[src/rtl/ex_pipe_ctrl.sv]
// Execute-stage pipeline sequencing controller: latch enables, squashes, redirect and halt.
// Optional stall/flush performance counters are enabled by defining EX_PERF_CNT_EN.
module ex_pipe_ctrl #(
  parameter int PERF_W = 16
) (
  input  logic              clk,
  input  logic              rst,
  input  logic              id_valid,
  input  logic [2:0]        id_rs,
  input  logic [2:0]        id_rt,
  input  logic              id_rs_used,
  input  logic              id_rt_used,
  input  logic              ex_valid,
  input  logic              ex_memread,
  input  logic [2:0]        ex_rd,
  input  logic              brchcnd,
  input  logic              alujmp,
  input  logic              ex_jmp,
  input  logic              dmp,
  input  logic              mem_stall,
  output logic              pc_write,
  output logic              ifid_write,
  output logic              idex_write,
  output logic              exmem_write,
  output logic              ifid_flush,
  output logic              idex_flush,
  output logic              redirect,
  output logic              halted,
  output logic [1:0]        state
`ifdef EX_PERF_CNT_EN
  ,
  output logic [PERF_W-1:0] stall_cnt,
  output logic [PERF_W-1:0] flush_cnt
`endif
);

  typedef enum logic [1:0] {
    RUN      = 2'd0,
    LU_STALL = 2'd1,
    MEM_WAIT = 2'd2,
    HALT     = 2'd3
  } state_t;

  state_t cur_state, nxt_state;
  logic   lu_haz, take;

  if (PERF_W < 1) begin : g_perf_w_check
    $error("PERF_W must be at least 1");
  end

  assign lu_haz = id_valid & ex_valid & ex_memread &
                  ((id_rs_used & (id_rs == ex_rd)) | (id_rt_used & (id_rt == ex_rd)));
  assign take   = ex_valid & (brchcnd | alujmp | ex_jmp);

  always_ff @(posedge clk or negedge rst) begin
    if (!rst) cur_state <= RUN;
    else      cur_state <= nxt_state;
  end

  // MEM_WAIT with mem_stall low behaves exactly like RUN, so it shares the RUN event chain.
  always_comb begin
    pc_write    = 1'b0;
    ifid_write  = 1'b0;
    idex_write  = 1'b0;
    exmem_write = 1'b0;
    ifid_flush  = 1'b0;
    idex_flush  = 1'b0;
    redirect    = 1'b0;
    nxt_state   = cur_state;
    if (!rst) begin
      ifid_flush = 1'b1;
      idex_flush = 1'b1;
      nxt_state  = RUN;
    end else if (cur_state == HALT) begin
      idex_flush  = 1'b1;
      exmem_write = ~mem_stall;
      nxt_state   = HALT;
    end else if (mem_stall) begin
      nxt_state = MEM_WAIT;
    end else if (ex_valid & dmp) begin
      idex_flush  = 1'b1;
      exmem_write = 1'b1;
      nxt_state   = HALT;
    end else if (take) begin
      redirect    = 1'b1;
      pc_write    = 1'b1;
      ifid_flush  = 1'b1;
      idex_flush  = 1'b1;
      exmem_write = 1'b1;
      nxt_state   = RUN;
    end else if (lu_haz && cur_state != LU_STALL) begin
      idex_flush  = 1'b1;
      exmem_write = 1'b1;
      nxt_state   = LU_STALL;
    end else begin
      pc_write    = 1'b1;
      ifid_write  = 1'b1;
      idex_write  = 1'b1;
      exmem_write = 1'b1;
      nxt_state   = RUN;
    end
  end

  assign halted = (cur_state == HALT);
  assign state  = cur_state;

`ifdef EX_PERF_CNT_EN
  always_ff @(posedge clk or negedge rst) begin
    if (!rst) begin
      stall_cnt <= '0;
      flush_cnt <= '0;
    end else begin
      if (!pc_write && !halted) stall_cnt <= stall_cnt + PERF_W'(1);
      if (redirect)             flush_cnt <= flush_cnt + PERF_W'(1);
    end
  end
`endif

endmodule

[config.mk]
export PLATFORM = sky130hd
export DESIGN_NAME = ex_pipe_ctrl
export DESIGN_NICKNAME = d
export VERILOG_FILES = /design/src/rtl/ex_pipe_ctrl.sv
export SDC_FILE = /design/constraint.sdc
export NUM_CORES = 1
export LEC_CHECK = 0
export ABC_AREA = 1
export CAP_MARGIN = 0
export CELL_PAD_IN_SITES_DETAIL_PLACEMENT = 0
export CELL_PAD_IN_SITES_GLOBAL_PLACEMENT = 1
export CORE_AREA = 2 2 41 59
export CTS_CLUSTER_DIAMETER = 30
export DETAILED_ROUTE_END_ITERATION = 8
export DIE_AREA = 0 0 43 61
export PLACE_DENSITY_LB_ADDON = 0.1
export SLEW_MARGIN = 10
export SYNTH_ARGS = -nofsm -noshare
export SYNTH_HDL_FRONTEND = slang
export SYNTH_SLANG_ARGS = --single-unit
[constraint.sdc]
create_clock -name clk -period 1.4 [get_ports clk]
set_input_delay 0.28 -clock clk [delete_from_list [all_inputs] [get_ports clk]]
set_output_delay 0.28 -clock clk [all_outputs]
set_load 0.02 [all_outputs]
**Yosys cells after proc, flatten, opt, wreduce, memory -nomap -nowiden**

Index checks and enable logic that the tools add are counted.

- Register bits: 2
- Input port bits: 21
- Output and inout port bits: 10

- Equal/unequal tests: 4
- Multiplexer cells: 32
- Bitwise operators: 11
- Reduce and logical (&&, ||, !) cells: 1

Operators by type and width:

| operator | count |
|---|---|
| two-way mux 1 bit | 28 |
| two-way mux 2 bit | 4 |
| AND 1 bit | 7 |
| == test 3 bit | 2 |
| OR 1 bit | 3 |
| == test 2 bit (second input constant) | 1 |
| != test 2 x 1 -> 1 bit (second input constant) | 1 |
| logical AND 1 bit | 1 |
| inverter 1 bit | 1 |

**Logic depth before layout (Yosys ltp)**

- Depth after elaboration: 11
- Gate-level depth with buffers: 10

**Least setup slack after synthesis**

OpenSTA, ideal clock, no wires.

- Path type: register to output
- Start: register cur_state[0] (netlist: state[0])
- End: output port ifid_write
- Data arrival time: 1,397 ps
- Path slack: -277 ps
- Stages on the path, launching flop included: 7
- Buffers on the path: 1
- Path through: dfrtp_1 > nand2_1 > nand3_1 > nor2_1 > inv_1 > nor2_1 > buf_4

- Cells in the longest elaborated chain, start to end: 8
- Elaborated cells on any way between the ends: 9

RTL lines:

| item | line | source |
|---|---|---|
| start, declared | 44 | `state_t cur_state, nxt_state;` |
| start signal, assigned | 57 | `else cur_state <= nxt_state;` |
| != test 2 x 1 -> 1 bit | 91 | `end else if (lu_haz && cur_state != LU_STALL) begin` |
| logical AND 1 bit | 91 |  |
| two-way mux 1 bit (4 in series) | n/a |  |
| two-way mux 1 bit * (2 in series) | n/a |  |
| end, declared | 22 | `output logic ifid_write,` |

Mark *: on every way between the ends. The rest lies on a longest branch, timed or not.

**Worst setup path in the final report**

- Start: register cur_state[0] (netlist: state[0])
- End: output port redirect

- Cells in the longest elaborated chain, start to end: 3

RTL lines:

| item | line | source |
|---|---|---|
| == test 2 bit | 74 | `end else if (cur_state == HALT) begin` |
| two-way mux 1 bit | 74 |  |
| two-way mux 1 bit | 70 | `if (!rst) begin` |
| end, declared | 27 | `output logic redirect,` |

No other way between the ends.

==> flow_summary.toml <==
[sta]
rsz0062_at_grt = "yes"
timing.final.max_slew_violations = 0
fin_skew_ps = 6.336
fin_setup_tns_ps = -371.2
setup_ws_ps = -80.60
slew_headroom = 0.8638
hold_viol_final = 0
fmax_mhz = 675.4
period_minus_slack_ps = 1481
setup_violations = 5
tightestPinTransition_ps = 205.1
fin_crit_sh = 1.058
whs_ps = 102.3

[cts]
clk_pin_slew_ps = 30
cts_buffers = 3
clock_sinks = 2
cts_tree = "yes"
clockBufferDepth = 2
h-tree-depth = 1
clock_latency_ps = 230
root_buffer = "clkbuf_4"

[placement]
dpl_cell_area_um2 = 748.2
post-place-ws_ps = -891.3
dpl.hpwl_um = 940.2
place.port_buffers = 30
place.gp.congestion = 0.6439

[floorplanning]
die_h_um = 61
die_w_um = 43
initial_utilization = 0.1631
core_area_mm2 = 0.002102
num_rows = 20
die_area_mm2 = 0.002623
ioPinCount = 31

[grt]
grt_pass1_wl_mm = 1.904
antenna_found_initial = 0
grt-ovfl-total = 0
grt_usage = 0.09268
grt_max_degree = 5
first_global_vias = 517

[logic_synthesis]
synth_nets = 87
synth.distinct_cells = 13
synth_adder_area_share = 0
synth_top_family_by_area = "simple AND/OR/NAND/NOR gates"
synth_cells = 66
ys_seq_area_frac = 0.1460
synth_xor_area_frac = 0
avgSynthCellArea_um2 = 5.194
syn_area_um2 = 342.8
ys_warn_count = 0
synth-compound-area-share = 0.1423
ys_ff_latch = 2
yosys.area_share.simple = 0.5365
synth_mux_area_frac = 0

[detailed_routing]
drc = 0
vias = 531
wl_mm = 1.121
final_antenna_net_count = 0
drtPass1Iterations = 1
initialDrtViolationCount = 0
wire_per_inst_um = 8.366
vias_per_cell = 3.963

[cells_and_area]
nNetsFinal = 135
fin_area_um2 = 788.3
area_delta_synth_final_pct = 129.9
final_common_cell = "nand2_1"
largest_reg_flops = 2
final_cell_mix = "23 x nand2_1, 16 x buf_4, 11 x buf_2"
num_antenna_cells = 0
drive_above_1_share = 0.5536

[setup_path]
worstSetupEndpointType = "primary output"
cp_slowest_cell = "dfrtp_2"
cp-start-kind = "flop"
crit_path_max_incr_delay_ps = 430
cp_max_fo = 3
critical_path_class = "flop to primary output"
path_cells = "nand2_4 > nand3_4 > nor2_4 > inv_2 > nor2_1 > buf_4"
critPathArrivalTime_ps = 1200
worstPathRequired_ps = 1120

[power_and_ir_drop]
p_leak_nw = 0.4651
p_sw_frac = 0.3463
clkPwrFrac = 0.333
power-per-cell-area_mw_per_mm2 = 491.4
vdd_drop_max_uv = 174.3
pwr-share-seq = 0.171
total_power_w = 0.0003873
internal_power_w = 0.0002532
combPwrFrac = 0.496
netSwitchingPower_w = 0.0001341

[run]
maxCapViolations = 0

[status]
violations = "setup timing"
outcome = "finished, violations left"

[min_path]
hold_class = "primary input to async pin"
## power by group through the flow
stage | registers, W | logic (W) | clock network [W]
after floorplan | 0.0000689 | 0.0000747 | 0
after global placement | 0.0000651 | 0.000200 | 0
after detailed placement | 0.0000650 | 0.000200 | 0
after global routing | 0.0000665 | 0.000213 | 0.000141
after CTS | 0.0000648 | 0.000189 | 0.000137
final | 0.0000662 | 0.000192 | 0.000129
## critical path, delay by kind of cell (launching register included)
family / cells / cell delay (ps)
AND/OR/NAND/NOR: 4 / 330
flip-flops: 1 / 430
buffers and inverters: 2 / 200
## Yosys cell counts (all sizes together)
library cell  count  area, µm²
buf               1      7.510
nand2            30      117.6
o21ai             1      5.000
nand3             4      25.02
nor2             11      41.29
a31oi             1      6.260
dfrtp             2      50.05
a21oi             1      16.27
inv              14      52.55
o31ai             1      21.27
## worst paths after layout
kind | startpoint | cells after the start | to | slack [ps]
hold / removal | rst | 2 | state[0] | 100
max in group asynchronous | rst | 2 | state[1] | 1180
min in group clk | rst | 4 | state[0] | 560
setup / recovery | state[0] | 6 | redirect | -80
hold reg to reg | state[1] | 3 | state[1] | 720
setup reg to reg | state[1] | 10 | state[0] | 0
## area by class of cell
| type | instances | area (µm²) |
|---|---|---|
| Fill cell | 262 | 1314 |
| Timing Repair Buffer | 44 | 342.8 |
| Multi-Input combinational cell | 49 | 290.3 |
| Sequential cell | 2 | 52.55 |
| Inverter | 14 | 52.55 |
| Tap cell | 22 | 27.53 |
| Clock buffer | 3 | 22.52 |
## through the flow
stage,util,std cells
finish,0.3750,134
floorplan,-,66
global placement,0.3560,127
detailed placement,0.3560,127
global route,0.3750,134
CTS,0.3625,134
## layer usage
metal  routed length [µm]  share of wire  track usage
met4                   13          0.012      0.01299
met2                  599           0.53       0.1926
met3                  129           0.12      0.02976
met1                  379           0.34      0.08913
met5                    0              0            0
## cell families (layout without fill, tap and decap cells)
logic type             Yosys count  count (layout)
AND/OR/NAND/NOR                 45              45
buffers and inverters           15              61
AO/OA/AOI/OAI                    4               4
flip-flops                       2               2
## timing repair
item | CTS | global route
pin swaps | 23 | 6
endpoints found under the setup margin | 11 | 7
hold buffers | 0 | 0
buffers inserted | 4 | 0
resized for setup | 113 | 8
Power figures use the tool's default switching activity.
